`src/rtl/cordic_sched_pkg.sv`:
```
// Shared types and constants for the CORDIC rotation scheduler.
// Holds sample width, rotator latency, mode encodings, and the angle-code layout.
// Has no ports. The scheduler top and the angle table both import it.
package cordic_sched_pkg;

  localparam int WL         = 18;  // Q8.10 two's complement sample
  localparam int NMODE      = 4;
  localparam int NSTEP      = 8;
  localparam int CORDIC_LAT = 2;   // rotator issue-to-result latency

  typedef enum logic [1:0] {
    MODE_QPSK   = 2'd0,
    MODE_PSK8   = 2'd1,
    MODE_APSK16 = 2'd2,
    MODE_APSK32 = 2'd3
  } mode_e;

  // Bit positions of the fields inside the 9-bit angle code.
  localparam int ANG_W           = 9;
  localparam int ANG_PRE_ROT_BIT = 8;
  localparam int ANG_PRE_BIT     = 7;
  localparam int ANG_A_MSB       = 6;
  localparam int ANG_A_LSB       = 0;

  typedef struct packed {
    logic       pre_rot;
    logic       angle_pre;
    logic [6:0] a;          // a6..a0 direction bits
  } angle_code_t;

  // One tag per issued step. It travels alongside the rotator pipeline.
  typedef struct packed {
    logic       vld;
    logic [2:0] step;
    logic       last;
  } tag_t;

  typedef enum logic {
    ST_IDLE  = 1'b0,
    ST_ISSUE = 1'b1
  } state_e;

endpackage

```
`src/rtl/cordic_angle_table.sv`:
```
// Register file that holds the per-mode/per-step angle codes and the per-mode step counts.
// Ports: clk/rst_n. A write port (i_we, i_sel, i_wr_mode, i_wr_step, i_wr_data) that writes synchronously.
//        Combinational read ports: angle code by {i_rd_mode, i_rd_step}, and step count by i_cnt_mode.
module cordic_angle_table
  import cordic_sched_pkg::*;
(
  input  logic              clk,
  input  logic              rst_n,
  input  logic              i_we,
  input  logic              i_sel,       // 0 = angle entry, 1 = count entry
  input  logic [1:0]        i_wr_mode,
  input  logic [2:0]        i_wr_step,
  input  logic [ANG_W-1:0]  i_wr_data,
  input  logic [1:0]        i_rd_mode,
  input  logic [2:0]        i_rd_step,
  output angle_code_t       o_code,
  input  logic [1:0]        i_cnt_mode,
  output logic [2:0]        o_cnt        // burst length minus one
);

  angle_code_t r_ang [NMODE][NSTEP];
  logic [2:0]  r_cnt [NMODE];

  always_ff @(posedge clk or negedge rst_n) begin
    if (!rst_n) begin
      for (int m = 0; m < NMODE; m++) begin
        r_cnt[m] <= '0;
        for (int s = 0; s < NSTEP; s++) begin
          r_ang[m][s] <= '0;
        end
      end
    end else if (i_we) begin
      if (i_sel) begin
        r_cnt[i_wr_mode] <= i_wr_data[2:0];
      end else begin
        r_ang[i_wr_mode][i_wr_step] <= angle_code_t'(i_wr_data);
      end
    end
  end

  assign o_code = r_ang[i_rd_mode][i_rd_step];
  assign o_cnt  = r_cnt[i_cnt_mode];

endmodule

```
`src/rtl/cordic_rot_scheduler.sv`:
```
// Feeds one APSK symbol through the pipelined CORDIC rotator, issuing one table-driven step per cycle.
// Each rotated result is then re-aligned with its step tag.
// Ports: in_* symbol handshake; cfg_* table writes with a one-cycle ack; cor_* rotator drive and cor_x_o/cor_y_o results;
//        out_* tagged results (no backpressure); busy.
module cordic_rot_scheduler
  import cordic_sched_pkg::*;
(
  input  logic          clk,
  input  logic          rst_n,
  input  logic          in_valid,
  output logic          in_ready,
  input  logic [WL-1:0] in_x,
  input  logic [WL-1:0] in_y,
  input  logic [1:0]    in_mode,
  input  logic          cfg_we,
  input  logic          cfg_sel,
  input  logic [1:0]    cfg_mode,
  input  logic [2:0]    cfg_step,
  input  logic [8:0]    cfg_data,
  output logic          cfg_ack,
  output logic          cor_en,
  output logic [WL-1:0] cor_x,
  output logic [WL-1:0] cor_y,
  output logic          cor_pre_rot,
  output logic          cor_angle_pre,
  output logic [6:0]    cor_angle,
  input  logic [WL-1:0] cor_x_o,
  input  logic [WL-1:0] cor_y_o,
  output logic          out_valid,
  output logic [WL-1:0] out_x,
  output logic [WL-1:0] out_y,
  output logic [2:0]    out_step,
  output logic          out_last,
  output logic          busy
);

  state_e        r_state, w_state_nxt;
  logic [WL-1:0] r_x, r_y;
  logic [1:0]    r_mode;
  logic [2:0]    r_step, w_step_nxt;
  logic [2:0]    r_len_m1;
  logic [2:0]    r_a_hi;      // a6..a4 of the previous cycle's step
  logic          r_cfg_ack;
  tag_t          r_tag [CORDIC_LAT];

  angle_code_t   w_code;
  logic [2:0]    w_cnt;
  logic          w_issue, w_last, w_accept, w_load, w_busy, w_cfg_wr;
  tag_t          w_tag_in;

  cordic_angle_table u_table (
    .clk        (clk),
    .rst_n      (rst_n),
    .i_we       (w_cfg_wr),
    .i_sel      (cfg_sel),
    .i_wr_mode  (cfg_mode),
    .i_wr_step  (cfg_step),
    .i_wr_data  (cfg_data),
    .i_rd_mode  (r_mode),
    .i_rd_step  (r_step),
    .o_code     (w_code),
    .i_cnt_mode (in_mode),
    .o_cnt      (w_cnt)
  );

  always_ff @(posedge clk or negedge rst_n) begin
    if (!rst_n) r_state <= ST_IDLE;
    else        r_state <= w_state_nxt;
  end

  always_comb begin
    w_state_nxt = r_state;
    w_step_nxt  = r_step;
    w_load      = 1'b0;
    w_issue     = (r_state == ST_ISSUE);
    w_last      = w_issue && (r_step == r_len_m1);
    // On the last step the next symbol may be taken, so bursts chain with no bubble.
    in_ready    = !w_issue || w_last;
    w_accept    = in_valid && in_ready;
    case (r_state)
      ST_IDLE: begin
        if (w_accept) begin
          w_state_nxt = ST_ISSUE;
          w_load      = 1'b1;
          w_step_nxt  = 3'd0;
        end
      end
      ST_ISSUE: begin
        if (w_last) begin
          if (w_accept) begin
            w_load     = 1'b1;
            w_step_nxt = 3'd0;
          end else begin
            w_state_nxt = ST_IDLE;
          end
        end else begin
          w_step_nxt = r_step + 3'd1;
        end
      end
      default: w_state_nxt = ST_IDLE;
    endcase
  end

  always_comb begin
    w_busy = w_issue;
    for (int i = 0; i < CORDIC_LAT; i++) begin
      w_busy = w_busy | r_tag[i].vld;
    end
  end

  // A symbol accept takes priority over a table write. A write is also never
  // allowed under a burst that is still reading the table.
  assign w_cfg_wr = cfg_we && !w_busy && !w_accept;

  assign w_tag_in.vld  = w_issue;
  assign w_tag_in.step = w_issue ? r_step : 3'd0;
  assign w_tag_in.last = w_last;

  always_ff @(posedge clk or negedge rst_n) begin
    if (!rst_n) begin
      r_x       <= '0;
      r_y       <= '0;
      r_mode    <= '0;
      r_step    <= '0;
      r_len_m1  <= '0;
      r_a_hi    <= '0;
      r_cfg_ack <= 1'b0;
      for (int i = 0; i < CORDIC_LAT; i++) begin
        r_tag[i] <= '0;
      end
    end else begin
      r_step    <= w_step_nxt;
      r_cfg_ack <= w_cfg_wr;
      if (w_load) begin
        r_x      <= in_x;
        r_y      <= in_y;
        r_mode   <= in_mode;
        r_len_m1 <= w_cnt;
      end
      // The rotator consumes a6..a4 one stage later than a3..a0, so these bits trail by one cycle.
      r_a_hi   <= w_issue ? w_code.a[6:4] : 3'd0;
      r_tag[0] <= w_tag_in;
      for (int i = 1; i < CORDIC_LAT; i++) begin
        r_tag[i] <= r_tag[i-1];
      end
    end
  end

  assign cor_en        = w_issue;
  assign cor_x         = w_issue ? r_x : '0;
  assign cor_y         = w_issue ? r_y : '0;
  assign cor_pre_rot   = w_issue & w_code.pre_rot;
  assign cor_angle_pre = w_issue & w_code.angle_pre;
  assign cor_angle     = {r_a_hi, (w_issue ? w_code.a[3:0] : 4'd0)};

  assign out_valid = r_tag[CORDIC_LAT-1].vld;
  assign out_step  = r_tag[CORDIC_LAT-1].step;
  assign out_last  = r_tag[CORDIC_LAT-1].last;
  // Results are masked outside tagged cycles, so stale rotator data never leaks out.
  assign out_x     = out_valid ? cor_x_o : '0;
  assign out_y     = out_valid ? cor_y_o : '0;

  assign busy    = w_busy;
  assign cfg_ack = r_cfg_ack;

endmodule

```
`config.mk`:
```
export PLATFORM = sky130hd
export DESIGN_NAME = cordic_rot_scheduler
export DESIGN_NICKNAME = d
export VERILOG_FILES = /design/src/rtl/cordic_sched_pkg.sv /design/src/rtl/cordic_angle_table.sv /design/src/rtl/cordic_rot_scheduler.sv
export SDC_FILE = /design/constraint.sdc
export NUM_CORES = 1
export LEC_CHECK = 0
export BUFFER_PORTS_ARGS = -buffer_cell sky130_fd_sc_hd__buf_2
export CORE_MARGIN = 5
export CORE_UTILIZATION = 40
export CTS_CLUSTER_DIAMETER = 150
export DETAILED_ROUTE_END_ITERATION = 12
export SLEW_MARGIN = 20
export SYNTH_ARGS = -nofsm -noshare
export SYNTH_HDL_FRONTEND = slang
export SYNTH_SLANG_ARGS = --single-unit
```
`constraint.sdc`:
```
create_clock -name clk -period 4.1 [get_ports clk]
set_clock_uncertainty 0.2 [all_clocks]
set_input_delay 0 -clock clk [delete_from_list [all_inputs] [get_ports clk]]
set_output_delay 0 -clock clk [all_outputs]
set_load 0.03 [all_outputs]
```
# [After elaboration in Yosys (flattened, before gate mapping)]
# Index checks and enable logic that the tools add are counted.
[word_totals] wordCells=178 in_bits=93 register_bits=359 output_inout_bits=90
[op_classes] mux=32 n_reduce_logical=12 n_bitwise=11 n_lt_le_gt_ge=7 n_addsub=1 n_eq_ne=1
[op_table] cell="bitwise mux 288 bit" n=1
[op_table] cell="two-way mux 72 bit" n=3
[op_table] cell="binary-select mux 72 bit (select 2 bit)" n=1
[op_table] cell="demux 72 bit (select 2 bit)" n=1
[op_table] cell="two-way mux 18 bit" n=4
[op_table] cell="binary-select mux 9 bit (select 3 bit)" n=1
[op_table] cell="demux 9 bit (select 3 bit)" n=1
[op_table] cell="two-way mux 9 bit" n=3
[op_table] cell="two-way mux 3 bit" n=7
[op_table] cell="bitwise mux 12 bit" n=1
[op_table] cell="greater-or-equal comparator 3 bit, second input constant" n=3
[op_table] cell="inverter 2 -> 3 bit" n=3
[op_table] cell="greater-or-equal comparator 4 bit, second input constant" n=2
[op_table] cell="inverter 3 -> 4 bit" n=2
[op_table] cell="binary-select mux 3 bit (select 2 bit)" n=1
[op_table] cell="demux 3 bit (select 2 bit)" n=1
[op_table] cell="logical AND 1 bit" n=6
[op_table] cell="case mux 3 bit (2 select lines)" n=1
[op_table] cell="less-than comparator 4 x 1 -> 1 bit, second input constant" n=1
[op_table] cell="two-way mux 4 bit" n=1
[op_table] cell="case mux 1 bit (2 select lines)" n=2
[op_table] cell="AND reduction 2 bit" n=2
[op_table] cell="adder 3 x 1 -> 3 bit, second input constant" n=1
[op_table] cell="== test 3 bit" n=1
[op_table] cell="other kinds (7)" n=14

# [Longest topological paths before layout]
# Gate-level depths: netlist of the first run.
[depth] word_depth=8 ltp_mapped=8 ltp_nobuf=5

# [Cells and area by module]
# Synthesis of the first run repeated with hierarchy kept, for this count alone.
[unflattened] hier_cells=1185 area_unflattened_um2=17204.0
[by_module_without_submodules] module="cordic_angle_table" seq_area_each_um2=7507.2 n_inst=1 area_per_inst_um2=13646.8 cells_per_inst=816
[by_module_without_submodules] module="cordic_rot_scheduler" seq_area_each_um2=1476.4 n_inst=1 area_per_inst_um2=3557.2 cells_per_inst=369

# [Least setup slack after synthesis of the first run]
# OpenSTA, ideal clock, no wires.
[synth_path] kind="register to register" startpoint="register r_state (netlist: cor_en)" endpoint="register u_table.r_ang[3] (netlist name)" stages_incl_launch_ff=9 t_required_ns=3.775 path_slack_ns=1.480 arrival_ns=2.295 n_path_buf=3 path_cell_list="dfrtp_1 -> buf_2 -> or4b_4 -> nor3_4 -> and3_1 -> buf_4 -> and2_1 -> buf_4 -> mux2_2"
[synth_via] elab_chain_cells=6
[synth_rtl] element="from (decl)" line_no="cordic_rot_scheduler.sv:37" text="state_e r_state, w_state_nxt;"
[synth_rtl] element="from (signal assigned)" line_no="cordic_rot_scheduler.sv:68" text="else r_state <= w_state_nxt;"
[synth_rtl] element="bitwise OR 1 bit (tied with other cells)" line_no="cordic_rot_scheduler.sv:107" text="w_busy = w_busy | r_tag[i].vld;"
[synth_rtl] element="bitwise OR 1 bit / logical OR 1 bit (equally long branches)" line_no="cordic_rot_scheduler.sv:107, cordic_rot_scheduler.sv:78"
[synth_rtl] element="logical NOT 1 bit / logical AND 1 bit (equally long branches)" line_no="cordic_rot_scheduler.sv:113, cordic_rot_scheduler.sv:79"
[synth_rtl] element="logical AND 1 bit / logical NOT 1 bit (equally long branches)" line_no="cordic_rot_scheduler.sv:113" text="assign w_cfg_wr = cfg_we && !w_busy && !w_accept;"
[synth_rtl] element="logical AND 1 bit *" line_no="cordic_rot_scheduler.sv:113"
[synth_rtl] element="AND reduction 2 bit (no line) *"
[synth_rtl] element="to (signal, indexed assignment)" line_no="cordic_angle_table.sv:36" text="r_ang[i_wr_mode][i_wr_step] <= angle_code_t'(i_wr_data);"
[synth_rtl] element="to (decl)" line_no="cordic_angle_table.sv:21" text="angle_code_t r_ang [NMODE][NSTEP];"
# Mark *: on every way between the ends. The rest lies on a longest branch, timed or not.
# A chain may end at the register's enable or synchronous reset.

# [Worst setup path in the final report of the first run]
[layout_path] startpoint="register r_mode[1]" endpoint="output cor_angle[1]"
[layout_via] elab_chain_cells=8
[layout_rtl] element="from (decl)" line_no="cordic_rot_scheduler.sv:39" text="logic [1:0] r_mode;"
[layout_rtl] element="from (signal assigned)" line_no="cordic_rot_scheduler.sv:137" text="r_mode <= in_mode;"
[layout_rtl] element="inverter 2 -> 3 bit (not written as such)" line_no="cordic_angle_table.sv:41" text="assign o_code = r_ang[i_rd_mode][i_rd_step];"
[layout_rtl] element="binary-select mux 72 bit (select 2 bit)" line_no="cordic_angle_table.sv:41"
[layout_rtl] element="two-way mux 72 bit (not written as such) (2 in series)" line_no="cordic_angle_table.sv:41"
[layout_rtl] element="binary-select mux 9 bit (select 3 bit)" line_no="cordic_angle_table.sv:41"
[layout_rtl] element="two-way mux 9 bit (not written as such) (2 in series)" line_no="cordic_angle_table.sv:41"
[layout_rtl] element="two-way mux 4 bit" line_no="cordic_rot_scheduler.sv:154" text="assign cor_angle = {r_a_hi, (w_issue ? w_code.a[3:0] : 4'd0)};"
[layout_rtl] element="to (decl)" line_no="cordic_rot_scheduler.sv:26" text="output logic [6:0] cor_angle,"
# No other way between the ends. The select of a mux whose other input is x is not followed.

==> flow_results.org, run 1 <==
** STA
- Setup-failing EPs final :: 0
- The final max-slew violation count was 0.
- Maximum operating frequency :: between 200 and 300 MHz
- Sum Neg Setup Slack :: 0 ps
- The final hold violation count was 0.
- The smallest clock period supported by the final layout is computed as 3710 ps.
- Unrepaired setup endpoints after global routing :: false
- Post-route setup slack :: between 300 and 400 ps
- Worst relative slew slack :: 0.324
- At the pin with the least slew margin, the transition time is just over 1000 ps.
- Post-route clock period utilization :: 0.905

** Synth
- Synth warn :: 0
- After technology mapping, the gate count stands at 1,151.
- Async S/R FF share, synth :: 1.00
- Netlist area before placement :: between 0.015 and 0.02 sq mm
- Sequential cell area fraction in the yosys report :: 0.540
- Most used DFF post-synth :: sky130_fd_sc_hd__dfrtp_1
- Synthesis produced a netlist with a net count of 1,245.
- Count of distinct cell types in the synthesized netlist :: 39
- Synthesis inferred around 360 register bits.
- The average instance in the mapped netlist occupies ~14 sq um.
- The synthesized design contains 0 enable-type register cells.

** Global routing
- After global routing the overflow that remains totals 0.
- Entering global routing, the biggest net connects about 120 pins.
- The via count of the first global-routing pass came to around 11,000.
- Global-route total usage across every layer :: 0.186
- Wire length of the first global-routing pass :: approximately 68,000 microns
- Number of antenna violations at the first check in global routing :: 1

** Power
- Power per unit of standard cell area :: 573 mW/mm^2
- VDD sags by at most around 0.00032 V.
- Switch Pwr :: approximately 0.004 W
- In this run the static leakage power is 10.1 nW.
- Of the total power, the share spent switching nets is 0.353.
- Sequential share of power :: 0.366
- Combinational group share of total power :: 0.334
- Of the total power, the clock network draws 0.301.
- The internal power of the cells totals 0.00737 W.

** Outcome
- The run finished with clean final reports.

** Die
- The initial utilization of the core area, before any placement, comes to 0.406.
- Chip width :: 214 microns
- The initialized floorplan defines 74 standard-cell rows.
- between 150 and 200 I/O pins were placed.
- Measured along the y axis, the die boundary spans about 210 microns.
- After floorplanning, the core was sized to cover ~0.041 sq mm.
- The die covers between 0.04 and 0.05 sq mm.

** Clocking
- After clock tree synthesis, the repair step resized 0 gates.
- Clock latency on the worst-skew pair, taken at its later pin, is roughly 530 ps.
- Counting the buffers created by CTS gives 39.
- Counting along the longest clock path gives a buffer depth of 3.
- Clock Pin Slew Worst Setup and Hold Paths :: around 60 ps
- The H-tree was split into 2 levels.
- Sink count of the clock tree :: 359
- Clk root buf :: sky130_fd_sc_hd__clkbuf_16
- Clock tree from TritonCTS :: yes

** Placed design
- Global placement routability congestion :: just over 0.9
- The number of placed instances, taps included, is around 1,800.
- Number of I/O port buffers :: between 150 and 200
- Pre-CTS setup slack :: approximately 800 ps
- Area after detailed placement :: 0.0180 sq mm
- HPWL after detailed placement :: between 20,000 and 30,000 microns

** Critical path
- The number of buffers and inverters on the critical path is 2.
- The worst setup path is launched from a flip-flop.
- Cells along the critical path :: buf_12, mux2i_1, a22o_1, o21ai_0, o21ai_0, a221oi_1, buf_2
- The critical path crosses 7 cells after its start point.
- Worst setup path start :: r_mode[1]$_DFFE_PN0P_
- Setup slack on the worst reg-to-reg path comes out at a little under 500 ps.
- Slowest cell delay on critical path :: a little under 800 ps
- STA classifies the critical path endpoint as an output port.
- Kind of cell with the highest combined delay on the critical path :: compound AO/OA/AOI/OAI gates
- Among all stages on the critical path, the largest delay is contributed by sky130_fd_sc_hd__dfrtp_4.
- STA puts the critical path data arrival time at 3510 ps.
- The number of cells on the worst reg-to-reg path is 6.
- Worst Path Max Fanout :: 24
- Startpoint of the lowest-slack register-to-register path :: out_valid$_DFF_PN0_
- Among the stages of the critical path, the cell type that occurs most often is sky130_fd_sc_hd__o21ai_0.
- In this run the critical register-to-register path is captured at u_table.r_ang[38]$_DFFE_PN0P_.
- The critical path in this run is classified as reg -> out.
- Data on the critical path is required at its endpoint by 3900 ps.
- Timing endpoint of the critical path :: cor_angle[1]

** Drt
- The count of nets left with antenna violations once routing finished came out at 0.
- The first routing iteration left around 560 violations.
- The first detailed-routing pass ran for 7 iterations.
- Dividing the detail-routed via count by the number of cells gives 5.38.
- For this run, design rule violations remaining after detail routing come to 0.
- Total via count in the routed design :: slightly above 10,000
- Wires add up to 42,700 microns.
- Avg WL per Cell :: approximately 22 microns

** Cells and area
- Nets@finish :: 1,460
- Share of post-route cells with drive strength above 1 :: 0.481
- Most common cell after layout, fill and taps aside :: sky130_fd_sc_hd__dfrtp_1
- For this run, the number of standard cells in the final layout without fillers is between 1,500 and 2,000.
- Most frequent cells in the layout :: sky130_fd_sc_hd__dfrtp_1, sky130_fd_sc_hd__mux2_2, sky130_fd_sc_hd__buf_2
- Fin util :: 0.485
- From synthesis to final layout, the design area changed by 19.4%.
- Total of fill cells in the finished design :: between 3,000 and 4,000
- After routing the design area is just under 0.02 sq mm.

** Hold path
- Min-delay worst type :: in -> reg

** Run
- The tool flagged a number of max-cap violations equal to 0.
power groups by stage:
| stage | clock network, W | registers, W | logic (W) |
|---|---|---|---|
| 2_1_floorplan | 0 | 0.00407 | 0.00268 |
| 3_3_place_gp | 0 | 0.00421 | 0.00376 |
| 3_5_place_dp | 0 | 0.00423 | 0.00377 |
| 4_1_cts | 0.00353 | 0.00416 | 0.00382 |
| 5_1_grt | 0.00368 | 0.00421 | 0.00402 |
| 6_report | 0.00343 | 0.00417 | 0.00380 |
synth_stat cells (2+ instances only):
cell | number | area (sq um)
sky130_fd_sc_hd__nand2_4 | 16 | 180
sky130_fd_sc_hd__a22o_1 | 24 | 210
sky130_fd_sc_hd__nor2b_1 | 2 | 12.5
sky130_fd_sc_hd__nor3b_1 | 3 | 22.5
sky130_fd_sc_hd__nor3_4 | 3 | 48.8
sky130_fd_sc_hd__buf_1 | 7 | 26.3
sky130_fd_sc_hd__buf_2 | 20 | 100
sky130_fd_sc_hd__nand2b_1 | 5 | 31.3
sky130_fd_sc_hd__and3b_1 | 4 | 35.0
sky130_fd_sc_hd__mux2_2 | 340 | 3830
sky130_fd_sc_hd__buf_4 | 7 | 52.6
sky130_fd_sc_hd__a221oi_1 | 17 | 149
sky130_fd_sc_hd__o21ai_0 | 18 | 90.1
sky130_fd_sc_hd__nand2_2 | 12 | 75.1
sky130_fd_sc_hd__mux4_2 | 35 | 788
sky130_fd_sc_hd__mux2i_1 | 92 | 921
sky130_fd_sc_hd__buf_6 | 2 | 22.5
sky130_fd_sc_hd__and2_1 | 80 | 500
sky130_fd_sc_hd__nor2_1 | 6 | 22.5
sky130_fd_sc_hd__clkbuf_1 | 53 | 199
sky130_fd_sc_hd__a22oi_1 | 8 | 60.1
sky130_fd_sc_hd__nand3b_1 | 3 | 22.5
sky130_fd_sc_hd__xor2_1 | 3 | 26.3
sky130_fd_sc_hd__dfrtp_1 | 359 | 8980
sky130_fd_sc_hd__o211ai_1 | 9 | 67.6
sky130_fd_sc_hd__nand2_1 | 8 | 30.0
sky130_fd_sc_hd__and3_1 | 3 | 18.8
logic make-up after synthesis:
| logic type | share of synthesized area |
|---|---|
| compound gates | 0.0359 |
| xor+xnor | 0.00158 |
| fa+ha+maj | 0.000752 |
| buf+inv | 0.0243 |
| flops | 0.540 |
| mux | 0.333 |
| simple gates | 0.0641 |
final cells by class:
| type | instances | area (sq um) | share of cell area |
|---|---|---|---|
| timing repair buffer | 263 | 1710 | 0.0862 |
| tap | 532 | 666 | 0.0335 |
| clock buffer | 63 | 1150 | 0.0577 |
| inverter | 1 | 3.75 | 0.000189 |
| multi-input combinational | 702 | 7260 | 0.365 |
| clock inverter | 6 | 95.1 | 0.00478 |
| antenna | 1 | 2.50 | 0.000126 |
| sequential | 359 | 8990 | 0.452 |
stage by stage:
stage	total power (W)	hold slack (ps)
floorplan	0.00675	-496
global placement	0.00798	-29.9
detailed placement	0.00800	-22.6
CTS	0.0115	7.23
global route	0.0119	19.4
finish	0.0114	16.5
registers in the layout, indices dropped and copies added (netlist names):
name	flops
r_len_m1	3
r_a_hi	3
out_valid	1
cfg_ack	1
u_table.r_ang	288
r_mode	2
r_x	18
r_y	18
out_last	1
r_tag	5
r_step	3
out_step	3
cor_en	1
u_table.r_cnt	12
layer usage:
metal / global-route usage / share of wire / vias to the layer above
li1: - / - / 4613
met1: 0.256 / 0.45 / 5397
met2: 0.298 / 0.46 / 296
met3: 0.0409 / 0.056 / 54
met4: 0.0554 / 0.029 / 2
met5: 0 / 0.00026 / -
worst min path at each step:
stage	start	end	slack, ps	depth (start not counted)
global route	in_y[6]	r_y[6]$_DFFE_PN0P_	20	3
CTS	cfg_data[7]	u_table.r_ang[259]$_DFFE_PN0P_	7	2
detailed placement	rst_n	u_table.r_cnt[0]$_DFFE_PN0P_	-20	1
global placement	rst_n	u_table.r_cnt[8]$_DFFE_PN0P_	-30	1
finish	cfg_data[7]	u_table.r_ang[187]$_DFFE_PN0P_	20	2
floorplan	rst_n	cfg_ack$_DFF_PN0_	-500	0
repair_timing:
item,in CTS,in global routing
endpoints found under the hold margin,272,0
hold buffers,59,0
setup buffers,0,0
setup endpoints to repair,0,0
(Power assumes the default switching activity.)
==> inputs of run 2 (changes only) <==
Settings changed: SYNTH_HIERARCHICAL from default to 1.
==> run 2 against run 1 <==
Clock power is 6% higher. Via count is 7.7% higher. Combinational power is 5.3% higher. First-iteration DRC count is 54% higher. Cell count is 4.7% higher. Flip-flop and latch count stayed put. Area after synthesis is 3.4% higher. Sequential power is 4% lower. Cell area is 5.6% higher. Largest cell class unchanged. Largest power group unchanged.
==> flow_results.org, run 2 <==
** Critical path
- Capture point of the worst reg-to-reg path :: u_table/r_ang[223]$_DFFE_PN0P_
- The worst setup path is captured at a flip-flop.
- Worst Setup Start Kind :: flip-flop
- The depth of the worst register-to-register path was 7 (+1).
- The required time of the critical path came to 4310 ps (+410 ps).
- CP arrival :: 3970 ps (+460 ps)
- Worst Path Max Fanout :: 13 (-46%)
- The register-to-register setup slack was 340 ps (-150 ps).
- WS Path Type :: reg -> reg
- The startpoint identified for the worst register-to-register timing path is cor_en$_DFF_PN0_.

** Synth
- Async S/R FF share, synth :: 1.00 (unchanged)
- Post-synth EDFFs :: 0 (unchanged)
- In the post-synthesis netlist, the biggest area contributors are sky130_fd_sc_hd__dfrtp_1, sky130_fd_sc_hd__mux2_2, sky130_fd_sc_hd__mux4_2.
- By count the netlist is led by sky130_fd_sc_hd__dfrtp_1, sky130_fd_sc_hd__mux2_2, sky130_fd_sc_hd__nand2_1, sky130_fd_sc_hd__mux4_2, sky130_fd_sc_hd__and2_1.
- Most used DFF post-synth :: sky130_fd_sc_hd__dfrtp_1
- Synthesized net count :: 1,279 (+2.7%)
- The area share of xor/xnor cells in the synthesized design came to 0.00349 (+0.00191).
- After synthesis, the largest family of logic cells by area is multiplexers.
- Netlist area before placement :: 0.0172 sq mm (+3.4%)
- Synth warn :: 6 (+6)
- Number of standard cells after synthesis :: 1,185 (+3.0%)
- The biggest area contributor in the post-synthesis netlist is sky130_fd_sc_hd__dfrtp_1.
- Flops & latches, synth :: 359 (unchanged)
- The fraction of post-synthesis cell area in the top cell type by area came to 0.522 (-0.0177).
- The number of library cell types mapped by synthesis came to 43 (+10%).
- Post-synthesis adder-cell area fraction :: 0.000727 (-0.0000247)
- The share of the synthesized area in compound gates (AO/OA/AOI/OAI) was 0.0500 (+0.0141).
- Sequential cell area fraction in the yosys report :: 0.522 (-0.0177)
- Fraction of synthesized area in multiplexers :: 0.326 (-0.00796)
- Syn avg cell area :: 14.5 sq um (+0.42%)
- The simple-gate share of the synthesized area is 0.0683 (+0.00415).
- Most instantiated library cell after synthesis :: sky130_fd_sc_hd__dfrtp_1

** STA
- Setup repair after global routing left no endpoint under its margin.
- The timing-limited maximum frequency is 266 MHz (-1.3%).
- The final count of negative-setup-slack endpoints is 0 (unchanged).
- Minimum clock period after layout :: 3760 ps (+49.4 ps)
- Post-route clock period utilization :: 0.918 (+0.0120)
- The setup TNS is 0 ps (unchanged).
- Post-route worst hold slack :: 80.7 ps (+64.2 ps)
- Worst slew pin tran :: 832 ps (-179 ps)
- The final hold violation count was 0 (unchanged).
- The final max-slew violation count was 0 (unchanged).
- Worst relative slew slack :: 0.445 (+0.121)

** Drt
- The first-pass iteration count of the detailed router came to 8 (+1).
- The total routed wirelength came to 45,400 microns (+6.3%).
- The DRC marker count from the first detailed-route iteration is 868 (+54%).
- Number of nets with antenna violations after routing :: 0 (unchanged)
- Total via count in the routed design :: 11,200 (+7.7%)
- The average routed wire per standard cell was 22.5 microns (+1.5%).
- Via-to-Cell Ratio :: 5.53 (+2.8%)
- The detailed-route DRC error count came to 0 (unchanged).

** Cells and area
- From synthesis to final layout, the design area changed by 22.0%.
- The final design area excluding fillers is 0.0210 sq mm (+5.6%).
- Nets@finish :: 1,536 (+5.2%)
- Most common cell after layout, fill and taps aside :: sky130_fd_sc_hd__dfrtp_1
- Most frequent cells in the layout :: sky130_fd_sc_hd__dfrtp_1, sky130_fd_sc_hd__mux2_2, sky130_fd_sc_hd__buf_2
- The area occupied by registers is 0.00899 sq mm (about the same).
- Registers with the most flip-flops :: u_table/r_ang x288, r_x x18, r_y x18
- The antenna diode count was 0 (-1).
- Total of fill cells in the finished design :: 3,693 (+5.5%)
- Share of post-route cells with drive strength above 1 :: 0.501 (+0.0197)
- The multi-input gate area in the final layout is 0.00775 sq mm (+6.7%).
- Register with the highest flop count :: u_table/r_ang
- The post-layout utilization of the core was 0.490 (+0.00590).
- Flip-flop count of the largest register after layout :: 288 (unchanged)

** Die
- Total Die Area :: 0.0473 sq mm (+3.2%)
- The die extent in y came to 217 microns (+1.6%).
- The initial core utilization is 0.402 (-0.00363).
- Num rows :: 76 (+2.7%)
- Core Area :: 0.0428 sq mm (+4.3%)
- Chip width :: 217 microns (+1.6%)
- The number of I/O pins is 183 (unchanged).

** Outcome
- The run finished with clean final reports.

** Clocking
- Clock buffers created by TritonCTS :: 39 (unchanged)
- Count of H-tree levels built during CTS :: 2 (unchanged)
- CTS max path bufs :: 3 (unchanged)
- Sink count of the clock tree :: 359 (unchanged)
- Clk root buf :: sky130_fd_sc_hd__clkbuf_16
- Clock Pin Slew Worst Setup and Hold Paths :: 70 ps (about the same)
- TritonCTS built the clock tree.
- Clock latency on the worst-skew pair :: 520 ps (about the same)

** Global routing
- Global-route total usage across every layer :: 0.192 (+0.00650)
- Number of antenna violations at the first check in global routing :: 1 (unchanged)
- The via count of the first global-routing pass came to 11,600 (+5.5%).
- Total global routing overflow :: 0 (unchanged)
- The wire length of the first global-routing pass was 71,400 microns (+5.7%).
- Maximum number of pins on one net before global-route repair :: 95 (-19%)

** Placed design
- Area after detailed placement :: 0.0187 sq mm (+3.5%)
- The detailed placement HPWL was 27,600 microns (-1.6%).
- The number of port buffers was 182 (unchanged).
- The last weighted congestion value of the routability-driven placer came to 0.800 (-13%).

** Hold path
- Min-delay worst type :: in -> reg
- For hold timing, the worst endpoint is u_table/r_ang[233]$_DFFE_PN0P_.
- Hold wc startpoint :: cfg_step[2]
- Cell count of the worst hold path :: 4 (+2)

** Power
- VDD IR max :: 0.000508 V (+57%)
- The leakage power figure came to 9.92 nW (-1.6%).
- Power per unit of standard cell area :: 554 mW/mm^2 (-3.4%)

** Run
- Number of maximum-capacitance constraint violations :: 0 (unchanged)
## run 2: cell count changes in the layout (fill, tap and decap cells not counted), sizes merged, moves of 32 or more
cell / before / now
mux2i: 92 / 0
nand2: 36 / 100
mux4: 35 / 93
dlygate4sd3: 59 / 98
o31ai: 2 / 36
o211ai: 9 / 41
## run 2: what timing repair did
item / in CTS / in global routing
hold buffers: 99 / 0
endpoints found under the hold margin: 462 / 0
resized for setup: 0 / 0
buffers inserted: 0 / 0
## run 2: worst max-delay path: stages (launching register included)
cell	delay, ps
sky130_fd_sc_hd__dfrtp_1	370
sky130_fd_sc_hd__or3_1	390
sky130_fd_sc_hd__nor3b_1	190
sky130_fd_sc_hd__dlygate4sd3_1	570
sky130_fd_sc_hd__buf_4	170
sky130_fd_sc_hd__or4b_2	710
sky130_fd_sc_hd__nor2_2	630
sky130_fd_sc_hd__mux2_2	420
## run 2: logic make-up after synthesis
group	after synthesis
flip-flops	359
adder cells (fa/ha/maj)	1
AO/OA/AOI/OAI	87
buffers and inverters	103
XOR/XNOR	6
multiplexers	404
AND/OR/NAND/NOR	225
## run 2: layout make-up
type | count | share of cell area
Tap cell | 546 | 0.0326
Timing Repair Buffer | 315 | 0.106
Multi-Input combinational cell | 723 | 0.369
Clock buffer | 57 | 0.0565
Inverter | 4 | 0.000715
Sequential cell | 359 | 0.428
Clock inverter | 13 | 0.00668
## run 2: worst max-delay path by stage
stage,start,to,slack (ps),cells past startpoint
after floorplan,cor_en$_DFF_PN0_,u_table/r_ang[216]$_DFFE_PN0P_,710,7
after CTS,cor_en$_DFF_PN0_,u_table/r_ang[235]$_DFFE_PN0P_,340,7
after detailed placement,cor_en$_DFF_PN0_,u_table/r_ang[235]$_DFFE_PN0P_,870,6
after global routing,cor_en$_DFF_PN0_,u_table/r_ang[223]$_DFFE_PN0P_,200,7
after global placement,cor_en$_DFF_PN0_,u_table/r_ang[219]$_DFFE_PN0P_,880,6
final,cor_en$_DFF_PN0_,u_table/r_ang[223]$_DFFE_PN0P_,340,7
## run 2: through the flow
stage	power [W]	setup slack [ps]	cells
after CTS	0.0118	337	2017
after detailed placement	0.00803	875	1848
after floorplan	0.00700	706	1185
after global placement	0.00796	881	1848
after global routing	0.0122	195	2017
final	0.0116	338	2017
## run 2: routing by layer
metal / vias to the layer above / track usage / part of all wire
met4: 2 / 0.0356 / 0.013
met5: - / 0 / 0.00024
met2: 268 / 0.302 / 0.47
met1: 5957 / 0.289 / 0.47
li1: 4879 / - / -
met3: 49 / 0.0309 / 0.043
## run 2: power breakdown
| part | switching [W] | internal [W] |
|---|---|---|
| clock | 0.00142 | 0.00219 |
| sequential | 0.000237 | 0.00377 |
| combinational | 0.00264 | 0.00136 |
==> inputs of run 3 (changes only) <==
Settings changed: PLACE_DENSITY from default to 0.67.
==> run 3 against run 2 <==
The flow now finishes with violations (negative hold slack). Routed wire length shrank 3.2%. Flip-flop and latch count did not move. Via count grew 0.34%. Sequential share of layout area is 0.20 points higher. Worst setup slack got worse by 5.9 ps. Cell count down 0.35%. Worst hold slack lost 100 ps. Core utilization is 0.22 points lower. Critical endpoint unchanged.
==> flow_results.org, run 3 (same netlist as run 2, synthesis figures left out) <==
** Cells and area
- Registers with the most flip-flops :: u_table/r_ang x288, r_x x18, r_y x18
- The top cell types in the final layout, fill and taps aside, are sky130_fd_sc_hd__dfrtp_1, sky130_fd_sc_hd__mux2_2, sky130_fd_sc_hd__buf_2.
- Most common cell after layout, fill and taps aside :: sky130_fd_sc_hd__dfrtp_1
- Count of inserted antenna diode cells :: 0 (unchanged)
- The post-layout utilization of the core is 0.488 (-0.00219).
- The number of nets at the end of the flow was 1,533 (-0.20%).
- Flip-flop count of the largest register after layout :: 288 (unchanged)
- Share of post-route cells with drive strength above 1 :: 0.497 (-0.00444)
- Register with the highest flop count :: u_table/r_ang
- Total of fill cells in the finished design :: 3,653 (-1.1%)
- The area occupied by registers is 0.00899 sq mm (about the same).
- Relative to the synthesized area, the layout overhead comes to 21.4%.
- Area used by multi-input combinational logic :: 0.00775 sq mm (unchanged)

** Die
- Die outline height :: 217 microns (unchanged)
- Total Die Area :: 0.0473 sq mm (unchanged)
- Num rows :: 76 (unchanged)
- Boundary Pins :: 183 (unchanged)
- The die span in x is 217 microns (unchanged).
- The core region area is 0.0428 sq mm (unchanged).
- The initial core utilization came to 0.402 (unchanged).

** Drt
- Iter 0 DRT Violations :: 981 (+13%)
- Number of nets with antenna violations after routing :: 0 (unchanged)
- Via-to-Cell Ratio :: 5.57 (+0.69%)
- Total via count in the routed design :: 11,200 (+0.34%)
- The average routed wire per standard cell is 21.8 microns (-2.9%).
- The detailed-route DRC error count was 0 (unchanged).
- Detailed-route wire length :: 43,900 microns (-3.2%)
- The first-pass iteration count of the detailed router is 5 (-3).

** Placed design
- Global placement routability congestion :: 0.777 (-2.8%)
- HPWL after detailed placement :: 27,200 microns (-1.4%)
- The number of port buffers came to 182 (unchanged).

** Critical path
- WS Path Type :: reg -> reg
- Walking the worst path, the cells encountered are or3_1, nor3b_1, dlygate4sd3_1, buf_4, or4b_2, nor2_2, mux2_2.
- Critical Path RT :: 4300 ps (about the same)
- Worst Setup Start Kind :: flip-flop
- The number of buffer and inverter instances along the worst setup path is 2 (unchanged).
- The delay of the slowest critical-path stage came to 710 ps (about the same).
- Cell depth of the worst flop-to-flop path :: 7 (unchanged)
- Worst setup path start :: cor_en$_DFF_PN0_
- The data arrival time of the worst path is 3970 ps (about the same).
- Worst Path Max Fanout :: 13 (unchanged)
- Capture point of the worst reg-to-reg path :: u_table/r_ang[223]$_DFFE_PN0P_
- Timing endpoint of the critical path :: u_table/r_ang[223]$_DFFE_PN0P_
- Worst path depth :: 7 (unchanged)
- The slowest stage of the critical path belongs to the cell sky130_fd_sc_hd__or4b_2.
- Startpoint of the lowest-slack register-to-register path :: cor_en$_DFF_PN0_
- The register-to-register setup slack was 330 ps (about the same).
- Broken down by cell family, the worst path's largest delay share belongs to simple AND/OR/NAND/NOR gates.
- Nature of the critical path endpoint :: flip-flop

** STA
- The final count of negative-setup-slack endpoints was 0 (unchanged).
- Sum Neg Setup Slack :: 0 ps (unchanged)
- The worst hold slack after final layout came to -23.8 ps (-105 ps).
- Number of slew-limit violations in the final report :: 0 (unchanged)
- Worst slew pin tran :: 983 ps (+151 ps)
- The post-layout minimum cycle time is 3770 ps (+5.93 ps).
- Final Hold Viols :: 8 (+8)
- Setup repair after global routing left no endpoint under its margin.
- The timing-limited maximum frequency came to 265 MHz (-0.16%).
- Worst relative slew slack :: 0.345 (-0.100)
- The portion of the clock cycle consumed by the worst path in the final layout came to 0.919 (+0.00145).

** Clocking
- TritonCTS built the clock tree.
- Clock latency on the worst-skew pair :: 520 ps (about the same)
- Clk root buf :: sky130_fd_sc_hd__clkbuf_16
- The maximum buffer depth of the clock tree was 3 (unchanged).
- The clock sink total came to 359 (unchanged).
- The number of buffers inserted during clock tree synthesis came to 38 (-2.6%).
- The number of H-tree levels is 2 (unchanged).
- Clock Pin Slew Worst Setup and Hold Paths :: 60 ps (about the same)
- The number of buffers inserted to repair setup after CTS came to 0 (unchanged).

** Power
- The total power density per cell area was 549 mW/mm^2 (-0.89%).
- Total leakage power :: 9.86 nW (-0.63%)
- The worst-case vdd ir drop came to 0.000463 V (-8.9%).

** Global routing
- The number of antenna violations at the first check in global routing came to 1 (unchanged).
- Wire length of the first global-routing pass :: 69,100 microns (-3.3%)
- Maximum number of pins on one net before global-route repair :: 127 (+34%)
- Total global routing overflow :: 0 (unchanged)
- Global-route total usage across every layer :: 0.184 (-0.00821)
- Via count of the first global-routing pass :: 11,800 (+2.0%)

** Hold path
- Min-delay worst type :: in -> async

** Outcome
- The flow ran to the end, but the final reports show violations.
- Failing checks :: negative hold slack

** Run
- The number of max-cap violations was 0 (unchanged).
[run 3: cell types whose count changed in the layout (fill, tap and decap cells not counted)]
cell                            delta
sky130_fd_sc_hd__clkinv_2          -9
sky130_fd_sc_hd__dfrtp_2           +1
sky130_fd_sc_hd__buf_2             -1
sky130_fd_sc_hd__clkbuf_1          +5
sky130_fd_sc_hd__dlygate4sd3_1     -1
sky130_fd_sc_hd__buf_12            -1
sky130_fd_sc_hd__dfrtp_1           -1
sky130_fd_sc_hd__inv_6             +1
sky130_fd_sc_hd__buf_4             +1
sky130_fd_sc_hd__clkbuf_16         -2
[run 3: timing repair]
item | 4_1_cts | 5_1_grt
endpoints found under the hold margin | 452 | 0
resized for setup | 0 | 0
endpoints found under the setup margin | 0 | 0
hold buffers | 97 | 0
[run 3: worst min path at each step]
stage                                endpoint  slack, ps  cells after the start
2_1_floorplan               cfg_ack$_DFF_PN0_       -500                      0
6_report                   r_x[2]$_DFFE_PN0P_        -20                      2
3_3_place_gp               r_x[2]$_DFFE_PN0P_        -20                      1
5_1_grt        u_table/r_ang[241]$_DFFE_PN0P_         40                      4
4_1_cts        u_table/r_ang[241]$_DFFE_PN0P_         10                      4
3_5_place_dp               r_x[2]$_DFFE_PN0P_         -7                      1
[run 3: through the flow]
| step | instances | instance area (sq um) | total power, W | worst slack [ps] |
|---|---|---|---|---|
| floorplan | 1185 | 17200 | 0.00700 | 706 |
| global placement | 1848 | 18700 | 0.00791 | 921 |
| detailed placement | 1848 | 18700 | 0.00797 | 907 |
| CTS | 2010 | 20900 | 0.0115 | 368 |
| global route | 2010 | 20900 | 0.0120 | 151 |
| finish | 2010 | 20900 | 0.0115 | 332 |
[run 3: layout make-up]
| cell class | instances | area share |
|---|---|---|
| repair buffers | 313 | 0.105 |
| flip-flops and latches | 359 | 0.430 |
| multi-input cells | 723 | 0.371 |
| inverters | 4 | 0.000719 |
| clock buffers | 60 | 0.0553 |
| clock inverters | 5 | 0.00497 |
| well taps | 546 | 0.0327 |
[run 3: per-layer routing]
layer	up-vias	routed length, microns	GRT usage
li1	4876	-	-
met4	2	937	0.0470
met2	326	20300	0.291
met3	71	2530	0.0380
met1	5918	20100	0.263
met5	-	13	0
[run 3: power breakdown]
group          switching (W)  internal, W  leakage [nW]
Sequential          0.000301      0.00377          4.81
Clock                0.00136      0.00211         0.616
Combinational        0.00256      0.00136          4.43
Total                0.00422      0.00724          9.86
[run 3: worst register-to-register path, delay by kind of cell (launching register included)]
kind	cells	cell delay, ps
AND/OR/NAND/NOR	4	1900
buffers and inverters	2	770
multiplexers	1	410
flip-flops	1	380
